--- src/rtl/jk_reg_bank.sv ---
// jk_reg_bank
//   Bank of WIDTH independent JK flip-flops on one clock. Priority at each
//   rising edge is reset > load > en > hold. Per-bit change flags and a
//   saturating change-event counter track activity on Q.
//
// Ports
//   clk      in   1      rising-edge clock
//   reset    in   1      synchronous, active-high reset
//   en       in   1      clock enable for the JK update
//   load     in   1      parallel load strobe (overrides en/J/K)
//   d        in   WIDTH  parallel load data
//   J, K     in   WIDTH  per-bit JK inputs
//   cnt_clr  in   1      synchronous clear of chg_cnt
//   Q        out  WIDTH  registered state
//   Qb       out  WIDTH  complement of Q (combinational)
//   toggled  out  WIDTH  bits of Q that changed at the last edge
//   chg_cnt  out  CNT_W  saturating count of edges at which Q changed
module jk_reg_bank #(
  parameter int                 WIDTH     = 8,
  parameter logic [WIDTH-1:0]   RESET_VAL = {WIDTH{1'b0}},
  parameter int                 CNT_W     = 8
) (
  input  logic             clk,
  input  logic             reset,
  input  logic             en,
  input  logic             load,
  input  logic [WIDTH-1:0] d,
  input  logic [WIDTH-1:0] J,
  input  logic [WIDTH-1:0] K,
  input  logic             cnt_clr,
  output logic [WIDTH-1:0] Q,
  output logic [WIDTH-1:0] Qb,
  output logic [WIDTH-1:0] toggled,
  output logic [CNT_W-1:0] chg_cnt
);

  localparam logic [CNT_W-1:0] CNT_MAX = {CNT_W{1'b1}};
  localparam logic [CNT_W-1:0] CNT_ONE = CNT_W'(1);

  logic [WIDTH-1:0] q_q, q_d;
  logic [WIDTH-1:0] tog_q, tog_d;
  logic [CNT_W-1:0] cnt_q, cnt_d;

  // Classic JK characteristic for one bit.
  function automatic logic jk_bit(input logic q, input logic j, input logic k);
    logic r;
    case ({j, k})
      2'b00:   r = q;
      2'b01:   r = 1'b0;
      2'b10:   r = 1'b1;
      2'b11:   r = ~q;
      default: r = q;
    endcase
    return r;
  endfunction

  // Next-state selection for Q: load beats the JK update, otherwise hold.
  always_comb begin
    q_d = q_q;
    if (load) begin
      q_d = d;
    end else if (en) begin
      for (int i = 0; i < WIDTH; i++) begin
        q_d[i] = jk_bit(q_q[i], J[i], K[i]);
      end
    end else begin
      q_d = q_q;
    end
  end

  // Change flags and counter; clear wins over a simultaneous change and
  // the counter sticks at its maximum instead of wrapping.
  always_comb begin
    tog_d = q_d ^ q_q;
    cnt_d = cnt_q;
    if (cnt_clr) begin
      cnt_d = {CNT_W{1'b0}};
    end else if ((q_d != q_q) && (cnt_q != CNT_MAX)) begin
      cnt_d = cnt_q + CNT_ONE;
    end else begin
      cnt_d = cnt_q;
    end
  end

  // State registers with synchronous reset.
  always_ff @(posedge clk) begin
    if (reset) begin
      q_q   <= RESET_VAL;
      tog_q <= {WIDTH{1'b0}};
      cnt_q <= {CNT_W{1'b0}};
    end else begin
      q_q   <= q_d;
      tog_q <= tog_d;
      cnt_q <= cnt_d;
    end
  end

  assign Q       = q_q;
  assign Qb      = ~q_q;
  assign toggled = tog_q;
  assign chg_cnt = cnt_q;

endmodule

--- config.mk ---
export PLATFORM = sky130hd
export DESIGN_NAME = jk_reg_bank
export DESIGN_NICKNAME = d
export VERILOG_FILES = /design/src/rtl/jk_reg_bank.sv
export SDC_FILE = /design/constraint.sdc
export NUM_CORES = 1
export LEC_CHECK = 0
export ABC_AREA = 0
export CAP_MARGIN = 20
export CORE_MARGIN = 2
export CORE_UTILIZATION = 35
export CTS_CLUSTER_DIAMETER = 30
export DETAILED_ROUTE_END_ITERATION = 7
export HOLD_SLACK_MARGIN = 0.05
export PLACE_DENSITY = 0.82
export SETUP_SLACK_MARGIN = 0.4
export SLEW_MARGIN = 25
export SYNTH_ARGS = -nofsm -noshare
export SYNTH_HDL_FRONTEND = slang
export SYNTH_SLANG_ARGS = --single-unit
--- constraint.sdc ---
create_clock -name clk -period 1.8 [get_ports clk]
set_input_delay 0.18 -clock clk [delete_from_list [all_inputs] [get_ports clk]]
set_output_delay 0.18 -clock clk [all_outputs]
set_load 0.02 [all_outputs]
# After elaboration in Yosys (flattened, before gate mapping)
# Index checks and enable logic that the tools add are counted.
# W data, S select, Z words.
# op_classes
n_addsub,1
eq_ne,26
n_reduce_logical,10
shift,0
div,0
order_cmp,0
bitwise_logic,10
mul,0
mux,10
# op_table
op,n
$eq A2 B2 Y1 const B,16
$pmux W1 S4,8
$eq A2 B1 Y1 const B,8
$logic_not A2 Y1,8
$mux W8,2
$add A8 B1 Y8 const B,1
$ne A8 B8 Y1,1
$ne A8 B8 Y1 const B,1
$not A1 Y1,8
$not A8 Y8,1
$xor A8 B8 Y8,1
$reduce_or A2 Y1,1
$logic_and A1 B1 Y1,1
# totals
mem_count,0
mem_bits_rw,0
output_inout_bits,32
word_cells,60
register_bits,24
rom_bits,0
latchBits,0

# Longest topological paths before layout
# Gate-level depths: netlist of the first run.
# depth
word_depth,6
depth_mapped,8
depth_no_buf,6

# Least setup slack after synthesis of the first run
# OpenSTA, ideal clock, no wires.
# synth_timing
path_kind,reg-to-reg
start,register q_q[0] (netlist: Q[0])
end,register cnt_q[0] (netlist: chg_cnt[0])
stages_incl_launch_ff,8
t_arrival_ns,1.736
setup_ns,0.123
required_time_ns,1.677
path_buffers,1
setup_slack_ns,-0.059
cell_sequence,dfxtp_1 > mux2_1 > a22oi_1 > nand4_2 > o21ai_2 > buf_6 > xor2_1 > nor2_1
# synth_via
elab_chain_len,6
# synth_lines
item,line_no,rtl
from (decl),40,"logic [WIDTH-1:0] q_q, q_d;"
from (signal assigned),92,q_q <= q_d;
$not A1 Y1,51,2'b11: r = ~q;
$pmux W1 S4,47,"case ({j, k})"
$mux W8,62,end else if (en) begin
$mux W8,60,if (load) begin
$ne A8 B8 Y1 *,78,end else if ((q_d != q_q) && (cnt_q != CNT_MAX)) begin
$logic_and A1 B1 Y1 *,78,
to (signal assigned),90,cnt_q <= {CNT_W{1'b0}};
to (signal assigned),94,cnt_q <= cnt_d;
to (decl),42,"logic [CNT_W-1:0] cnt_q, cnt_d;"
# Mark *: on every way between the ends. The rest lies on a longest branch, timed or not.
# A chain may end at the register's enable or synchronous reset.

# Worst setup path in the final report of the first run
# layout_timing
start,register q_q[7] (netlist: Q[7])
end,register cnt_q[4] (netlist: chg_cnt[4])
# The elaborated chain is that of the path after synthesis.

==> run_results.csv, run 1 <==
group,metric,value,unit
floorplan,dieArea,4134,um2
logic_synthesis,syn-mean-instance-area,8.372,um2
timing,finalClockSkew,0.001614,ns
final_layout,area_delta_synth_final,71.68,%
route,routed_wl,3743,um
place,placed_area,2074,um2
logic_synthesis,synth.most_common_cell,"dfxtp_1",
clock_tree,cts_hold_buffers,0,
clock_tree,clk_pin_slew,0.14,ns
logic_synthesis,synth_top_area_share,37.76,%
logic_synthesis,netlist_area,1272,um2
route,dr.first_iter.drc_count,57,
outcome,outcome,"finished clean",
clock_tree,cts.sinks,24,
logic_synthesis,synthTopCellsByArea,"dfxtp_1, a21oi_1, a311o_1",
place,pre_cts_slack,-0.4541,ns
logic_synthesis,synth_nets,182,
flow_run,max_cap_violations,0,
timing,min_period_over_period,96.60,%
global_route,antenna_found_initial,0,
timing,slew_viol_final,0,
route,routed-wl-met2,1913,um
final_layout,multi_input_area,812.0,um2
timing,hold_slack,0.4372,ns
power,ir_worst_vdd,0.2904,mV
place,gp_congestion,0.7776,
clock_tree,cts_tree,"built",
global_route,first_global_vias,1317,
route,vias,1399,
final_layout,drive_gt1_share,26.64,%
critical_path,critical_path.startpoint_type,"flip-flop",
critical_path,crit_arrival,1.99,ns
logic_synthesis,yosysSeqAreaShare,37.76,%
floorplan,fp.dieH,64.30,um
critical_path,cp.required,2.06,ns
critical_path,r2r_slack,0.06,ns
logic_synthesis,synth.distinct_cells,34,
route,via_per_inst,5.087,
clock_tree,clk_latency,0.31,ns
final_layout,regArea,505.5,um2
timing,max_freq,575.1,MHz
logic_synthesis,synthArstFlopShare,0,%
logic_synthesis,ys_warn_count,0,
timing,min_period,1.739,ns
floorplan,fp.dieW,64.30,um
timing,slew_headroom,73.80,%
power,leakagePower,0.0009619,uW
clock_tree,cts_root_buf,"clkbuf_4",
timing,hold_violations,0,
clock_tree,cts_buffer_depth,2,
route,routedWlPerCell,13.61,um
route,dr.pass1.iters,4,
critical_path,cp-end-kind,"flip-flop",
floorplan,fp-row-count,21,
final_layout,fill_cells,300,
logic_synthesis,synth_top_area_cell,"dfxtp_1",
route,drc,0,
logic_synthesis,ys.flop_type,"dfxtp_1",
final_layout,fin_nets,260,
timing,rsz0062_at_grt,"yes",
logic_synthesis,synth-seq-cells,24,
clock_tree,cts_max_level,1,
power,power_density,634.1,nW/um2
floorplan,ios,61,
critical_path,path_max_fanout,6,
place,dp_hpwl,2659,um
final_layout,post-route-cell-area,2185,um2
global_route,grt_pass1_wl,6196,um
route,top_layer_used,"met4",
global_route,grt_overflow,0,
global_route,track_usage,18.57,%
logic_synthesis,synth_edf_count,0,
route,met1Wirelength,1618,um
timing,worst_slack,0.06121,ns
timing,worst_pin_slew,0.3930,ns
timing,setup_viol,0,
final_layout,insertedDiodeCount,0,
place,io_buffers,60,
min_path,hold_path.class,"in -> reg",
floorplan,initial_core_util,37.25,%
route,drtAntennaViolNets,0,
floorplan,core,3416,um2
clock_tree,cts_buffers,3,
logic_synthesis,postSynthCellCount,152,
global_route,grt_start_max_net_pins,17,
logic_synthesis,netlist_top_cells_count,"dfxtp_1, a21oi_1, nor2_1, inv_1, nand2_1",
route,met3WireLength,176,um
critical_path,worst-setup-path-type,"reg -> reg",
## placed cells by master (no fill, tap or decap), drive strengths merged
| cell type | synthesis | final |
|---|---|---|
| or2 | 2 | 2 |
| and4b | 1 | 1 |
| o21ai | 7 | 8 |
| a311o | 7 | 7 |
| nor3 | 1 | 1 |
| a32o | 2 | 2 |
| clkdlybuf4s15 | 0 | 3 |
| nor2b | 1 | 1 |
| clkdlybuf4s50 | 0 | 26 |
| mux2 | 6 | 6 |
| nand2 | 10 | 10 |
| dlygate4sd2 | 0 | 26 |
| nor2 | 12 | 12 |
| buf | 6 | 21 |
| or3 | 5 | 5 |
| or2b | 2 | 2 |
| nand3b | 4 | 4 |
| nand3 | 5 | 5 |
| a31oi | 1 | 1 |
| dlymetal6s2s | 0 | 1 |
| a21oi | 23 | 23 |
| ha | 1 | 1 |
| inv | 11 | 11 |
| clkbuf | 3 | 7 |
| a22oi | 6 | 6 |
| xor2 | 7 | 7 |
| o211a | 1 | 1 |
| dfxtp | 24 | 24 |
| bufinv | 0 | 1 |
| and3 | 1 | 1 |
| nand4 | 3 | 3 |
## per-layer routing
metal,GRT usage [%],vias up
met2,32.29,45
met1,23.44,650
met5,0,-
li1,-,700
met4,4.255,0
met3,3.873,4
## where the power goes
part	total, uW	switching [uW]	leakage, uW	internal (uW)
registers	576	17.7	0.000202	558
logic	415	202	0.000732	213
clock network	395	170	0.0000279	225
## sequential cells by signal, indices dropped and copies added, names as in the netlist
name     flops
chg_cnt      8
Q            8
toggled      8
## worst paths after layout
check | startpoint | endpoint | cells past startpoint
max reg2reg | Q[7] | chg_cnt[4] | 8
min | load | Q[2] | 3
min reg2reg | chg_cnt[1] | chg_cnt[1] | 2
max | Q[7] | chg_cnt[4] | 8
## worst max-delay path, stage by stage, from the launching register on
cell and delay [ns]:
dfxtp_4 0.37, buf_4 0.15, xor2_1 0.18, a22oi_2 0.08
nand4_1 0.12, buf_4 0.14, o21ai_4 0.08, or3_1 0.38
a21oi_1 0.16
## layout make-up
class / count / share of cell area [%]
flip-flops and latches: 24 / 23.14
repair buffers: 81 / 32.76
multi-input cells: 109 / 37.17
inverters: 11 / 1.890
well taps: 46 / 2.635
clock inverters: 1 / 1.375
clock buffers: 3 / 1.031
## logic make-up (layout without fill, tap and decap cells)
kind of cell / Yosys count / after routing / synth area share, %
adder cells (fa/ha/maj): 1 / 1 / 0.9831
flip-flops: 24 / 24 / 37.76
XOR/XNOR: 7 / 7 / 4.818
multiplexers: 6 / 6 / 5.309
buffers and inverters: 20 / 96 / 7.276
AND/OR/NAND/NOR: 47 / 47 / 19.76
AO/OA/AOI/OAI: 47 / 48 / 24.09
## timing repair
item / in CTS / in global routing
resized for setup: 42 / 18
hold endpoints to repair: 0 / 0
pin swaps: 4 / 3
endpoints found under the setup margin: 40 / 17
buffers inserted: 4 / 1
gates cloned: 1 / 0
## per-stage QoR
stage	utilization [%]	instances	power, uW	TNS, ns
floorplan	-	152	793.7	0
global placement	60.73	265	993.8	-2.814
detailed placement	60.73	265	999.1	-3.203
CTS	63.26	274	1378	0
global route	63.96	275	1454	-0.1350
finish	63.96	275	1385	0
No activity file was read; power rests on OpenSTA's default activity.
==> inputs of run 2 (changes only) <==
Settings changed: CTS_BUF_LIST set to sky130_fd_sc_hd__clkbuf_8, TNS_END_PERCENT set to 1.
==> run 2 against run 1 <==
Compared with the run above: the flow now finishes with violations (negative setup slack); sequential share of layout area down 2.4 points; first-iteration DRC count up 30%; power down 0.45%; worst setup slack worse by 0.13 ns; register-to-register slack worse by 0.08 ns; cell count up 5.5%; largest cell class is now non-clock buffers; flip-flop and latch count unchanged; hold slack worse by 0.15 ns.
==> run_results.csv, run 2 (synthesis results as in run 1) <==
group,metric,value,unit
outcome,outcome,"finished, violations left",
outcome,violations,"negative setup slack",
clock_tree,clk_latency,0.27,ns
route,routedWlPerCell,15.19,um
critical_path,crit_arrival,2.05,ns
floorplan,fp.dieW,64.30,um
global_route,antenna_found_initial,0,
clock_tree,cts_buffers,3,
floorplan,dieArea,4134,um2
power,power.net_switching,402.6,uW
timing,slew_headroom,84.09,%
critical_path,crit_end,"chg_cnt[4]",
route,via_per_inst,5.176,
timing,min_period_over_period,103.6,%
power,p_seq_share,42.0,%
clock_tree,cts_buffer_depth,2,
floorplan,core,3416,um2
critical_path,worst-setup-path-type,"in -> reg",
min_path,hold_path.class,"in -> reg",
critical_path,max_stage_delay,0.49,ns
timing,tns,-0.2384,ns
critical_path,critical_path.startpoint_type,"input pin",
global_route,gr-usage-met3,2.113,%
timing,max_freq,536.0,MHz
global_route,grt_start_max_net_pins,18,
timing,worst_slack,-0.06560,ns
power,pwr-share-clk,23.2,%
final_layout,drive_gt1_share,32.79,%
final_layout,final_cell_mix,"buf_4, clkdlybuf4s50_1, dlymetal6s2s_1",
critical_path,cp.required,1.98,ns
timing,hold_slack,0.2874,ns
floorplan,ios,61,
global_route,track_usage,20.91,%
final_layout,fill_cells,247,
critical_path,cp-end-kind,"flip-flop",
place,gp_congestion,0.8790,
route,vias,1501,
power,switching_share,29.20,%
final_layout,final_common_cell,"buf_4",
power,power_frac_comb,34.8,%
power,ir_worst_vdd,0.2787,mV
final_layout,area_delta_synth_final,91.84,%
critical_path,r2r_slack,-0.02,ns
timing,slew_viol_final,0,
clock_tree,cts_tree,"built",
critical_path,r2r-start,"Q[7]",
place,placed_area,2142,um2
final_layout,insertedDiodeCount,0,
timing,finalClockSkew,0.004758,ns
route,drc,0,
global_route,grtUsageMet2,37.76,%
final_layout,fin_cells,290,
clock_tree,clk_pin_slew,0.08,ns
critical_path,r2r_end,"chg_cnt[4]",
flow_run,max_cap_violations,0,
critical_path,path_max_fanout,6,
global_route,top_usage_layer,"met2",
timing,hold_violations,0,
power,power_density,564.9,nW/um2
place,dp_hpwl,2860,um
critical_path,startpoint,"J[5]",
place,dp_cells,274,
global_route,grt_pass1_wl,6727,um
route,drtAntennaViolNets,0,
timing,min_period,1.866,ns
power,leakagePower,0.001269,uW
critical_path,reg2regPathDepth,8,
power,power.internal,976.4,uW
clock_tree,cts_root_buf,"clkbuf_8",
critical_path,crit_path_top_delay_cell,"clkdlybuf4s50_1",
floorplan,initial_core_util,37.25,%
floorplan,fp.dieH,64.30,um
floorplan,fp-row-count,21,
timing,setup_viol,6,
final_layout,post-route-cell-area,2441,um2
global_route,use_met1,24.92,%
timing,rsz0062_at_grt,"yes",
route,dr.pass1.iters,4,
global_route,first_global_vias,1429,
route,dr.first_iter.drc_count,74,
timing,worst_pin_slew,0.2383,ns
place,io_buffers,60,
clock_tree,cts.sinks,24,
route,routed_wl,4405,um
critical_path,worstPathCellList,"clkdlybuf4s50_1 > mux2_4 > a22oi_2 > nand4_1 > o21ai_2 > buf_6 > buf_4 > o21ai_1 > a21oi_1",
clock_tree,cts_max_level,1,
global_route,grt_overflow,0,
final_layout,fin_nets,275,
-- run 2: final cells by class --
| cell class | count | area, um2 | share of cell area (%) |
|---|---|---|---|
| well taps | 46 | 57.56 | 2.358 |
| multi-input cells | 108 | 828.3 | 33.93 |
| repair buffers | 97 | 962.2 | 39.42 |
| inverters | 11 | 41.29 | 1.691 |
| flip-flops and latches | 24 | 506.7 | 20.76 |
| clock inverters | 1 | 3.754 | 0.1538 |
| clock buffers | 3 | 41.29 | 1.691 |
-- run 2: per-stage QoR --
stage / setup slack [ns] / utilization, % / power, uW
after floorplan: 0.1682 / - / 793.6
after global placement: -0.3865 / 62.71 / 1013
after detailed placement: -0.4532 / 62.71 / 1021
after CTS: 0.07915 / 67.03 / 1362
after global routing: -0.1132 / 71.47 / 1445
final: -0.06560 / 71.47 / 1379
-- run 2: critical path: cells and delay by family --
family                 cells  cell delay [ns]
AOI/OAI and AO/OA          4             0.65
buffers and inverters      3             0.74
muxes                      1             0.31
and+or+nand+nor            1             0.18
-- run 2: how the worst min path moves through the flow --
| stage | end | from | cells after the start | slack [ns] |
|---|---|---|---|---|
| floorplan | Q[0] | d[0] | 2 | 0.31 |
| global placement | chg_cnt[5] | chg_cnt[5] | 2 | 0.50 |
| detailed placement | chg_cnt[5] | chg_cnt[5] | 2 | 0.51 |
| CTS | Q[4] | load | 2 | 0.29 |
| global route | Q[4] | load | 2 | 0.33 |
| finish | Q[4] | load | 2 | 0.29 |
-- run 2: timing repair --
| item | CTS | global route |
|---|---|---|
| buffers inserted | 7 | 5 |
| pin swaps | 12 | 10 |
| hold buffers | 0 | 0 |
| endpoints found under the setup margin | 33 | 34 |
| resized for setup | 27 | 37 |
-- run 2: power groups by stage --
| stage | registers (uW) | clock network (uW) | logic, uW |
|---|---|---|---|
| detailed placement | 591 | 0 | 430 |
| finish | 579 | 319 | 480 |
| CTS | 580 | 325 | 457 |
| floorplan | 632 | 0 | 162 |
| global placement | 590 | 0 | 423 |
| global route | 583 | 353 | 508 |
-- run 2: layer usage --
layer / up-vias / wire length [um]
li1: 726 / -
met1: 710 / 1788
met2: 55 / 2290
met3: 10 / 225
met4: 0 / 100
met5: - / 0
==> inputs of run 3 (changes only) <==
Settings changed: CAP_MARGIN 20 to unset, PLACE_DENSITY 0.82 to 0.73.
==> run 3 against run 2 <==
Compared with the run above: the run now ends clean; fmax is 11% higher; hold slack better by 0.063 ns; critical path depth shrank 2; core utilization shrank 5.3 points; flip-flop and latch count did not move; worst setup slack improved by 0.18 ns; die area is the same; global-route usage shrank 2.4 points; critical path type is now reg -> reg; largest cell class unchanged; highest routed layer unchanged.
==> run_results.csv, run 3 (synthesis results as in run 1) <==
group,metric,value,unit
flow_run,max_cap_violations,0,
timing,worst_pin_slew,0.2383,ns
floorplan,fp.dieW,64.30,um
timing,min_period,1.685,ns
floorplan,initial_core_util,37.25,%
outcome,outcome,"finished clean",
critical_path,worst-setup-path-type,"reg -> reg",
final_layout,fin_nets,264,
global_route,track_usage,18.46,%
timing,min_period_over_period,93.61,%
clock_tree,clk_latency,0.26,ns
route,vias,1429,
route,top_layer_used,"met4",
critical_path,critical_path.startpoint_type,"flip-flop",
route,dr.first_iter.drc_count,59,
route,via_per_inst,5.122,
place,dp_cells,265,
timing,setup_viol,0,
critical_path,cp-end-kind,"flip-flop",
timing,hold_violations,0,
floorplan,fp-row-count,21,
place,io_buffers,60,
floorplan,core,3416,um2
floorplan,dieArea,4134,um2
place,pre_cts_slack,-0.4207,ns
power,power.total,1385,uW
final_layout,multi_input_area,797.0,um2
final_layout,final_cell_mix,"clkdlybuf4s50_1, buf_4, a21oi_1",
min_path,hold_path.class,"in -> reg",
final_layout,post-route-cell-area,2258,um2
clock_tree,cts_tree,"built",
floorplan,ios,61,
floorplan,fp.dieH,64.30,um
timing,max_freq,593.5,MHz
final_layout,fin_cells,279,
power,leakagePower,0.0008861,uW
clock_tree,cts_root_buf,"clkbuf_8",
clock_tree,clk_pin_slew,0.09,ns
place,placed_area,2087,um2
critical_path,worstPathCellList,"mux2_4 > a22oi_2 > nand4_2 > o21ai_2 > buf_6 > xor2_1 > nor2_1",
clock_tree,cts_hold_buffers,0,
route,dr.pass1.iters,4,
critical_path,crit_buf_inv,1,
global_route,first_global_vias,1418,
final_layout,final_common_cell,"clkdlybuf4s50_1",
global_route,grt_pass1_wl,6168,um
final_layout,area_delta_synth_final,77.48,%
route,routed-wl-met2,1922,um
critical_path,crit_arrival,1.84,ns
route,met3WireLength,177,um
place,dp_hpwl,2778,um
critical_path,cp.required,1.96,ns
global_route,grt_overflow,0,
global_route,antenna_found_initial,0,
timing,rsz0062_at_grt,"yes",
route,drc,0,
place,gp_congestion,0.7870,
route,routed_wl,3667,um
route,drtAntennaViolNets,0,
clock_tree,cts_max_level,1,
final_layout,insertedDiodeCount,0,
clock_tree,cts_buffer_depth,2,
clock_tree,cts.sinks,24,
final_layout,regArea,504.2,um2
critical_path,cpLargestDelayFamily,"compound AO/OA/AOI/OAI gates",
critical_path,path_max_fanout,7,
clock_tree,cts_buffers,3,
timing,slew_headroom,84.09,%
power,power_density,613.3,nW/um2
global_route,grt_start_max_net_pins,18,
final_layout,drive_gt1_share,27.04,%
route,met1Wirelength,1514,um
timing,slew_viol_final,0,
timing,worst_slack,0.1150,ns
timing,finalClockSkew,0.002947,ns
critical_path,max_stage_delay,0.36,ns
final_layout,fill_cells,281,
critical_path,crit_path_top_delay_cell,"dfxtp_4",
power,ir_worst_vdd,0.3512,mV
final_layout,fin_util,66.12,%
route,routedWlPerCell,13.14,um
run 3: final timing paths:
kind	start	to	slack, ns	cells past startpoint
max reg2reg	Q[6]	chg_cnt[0]	0.12	7
min	load	Q[2]	0.35	4
min reg2reg	chg_cnt[5]	chg_cnt[5]	0.53	2
max	Q[6]	chg_cnt[0]	0.12	7
run 3: worst min-delay path: cells and delay by family:
family                 cells  cell delay [ns]
buffers and inverters      2             0.28
AND/OR/NAND/NOR            1             0.05
AO/OA/AOI/OAI              1             0.05
run 3: layout make-up:
cell class / instances / share of cell area (%)
clock buffers: 4 / 2.438
inverters: 11 / 1.828
multi-input cells: 108 / 35.29
flip-flops and latches: 24 / 22.33
well taps: 46 / 2.548
repair buffers: 86 / 35.57
run 3: routing by layer:
layer | track usage (%) | vias up
met4 | 6.915 | 0
li1 | - | 705
met1 | 21.08 | 673
met5 | 0 | -
met2 | 34.11 | 45
met3 | 2.993 | 6
run 3: metrics by stage:
stage,hold WS [ns],setup TNS [ns]
3_3_place_gp,0.4855,-1.889
4_1_cts,0.4362,0
3_5_place_dp,0.4977,-2.619
5_1_grt,0.3730,0
6_report,0.3505,0
2_1_floorplan,0.3143,0
run 3: where the power goes:
group,internal (uW),leakage [uW],switching [uW],total [uW]
clock network,195,0.0000288,170,365
logic,246,0.000656,195,441
registers,558,0.000201,21.4,579
total,998,0.000886,387,1390
run 3: timing repair:
item                                    CTS  global route
pin swaps                                 8             9
endpoints found under the setup margin   33            34
cloned                                    0             1
setup buffers                             9             0
resized for setup                         9             9
hold endpoints to repair                  0             0
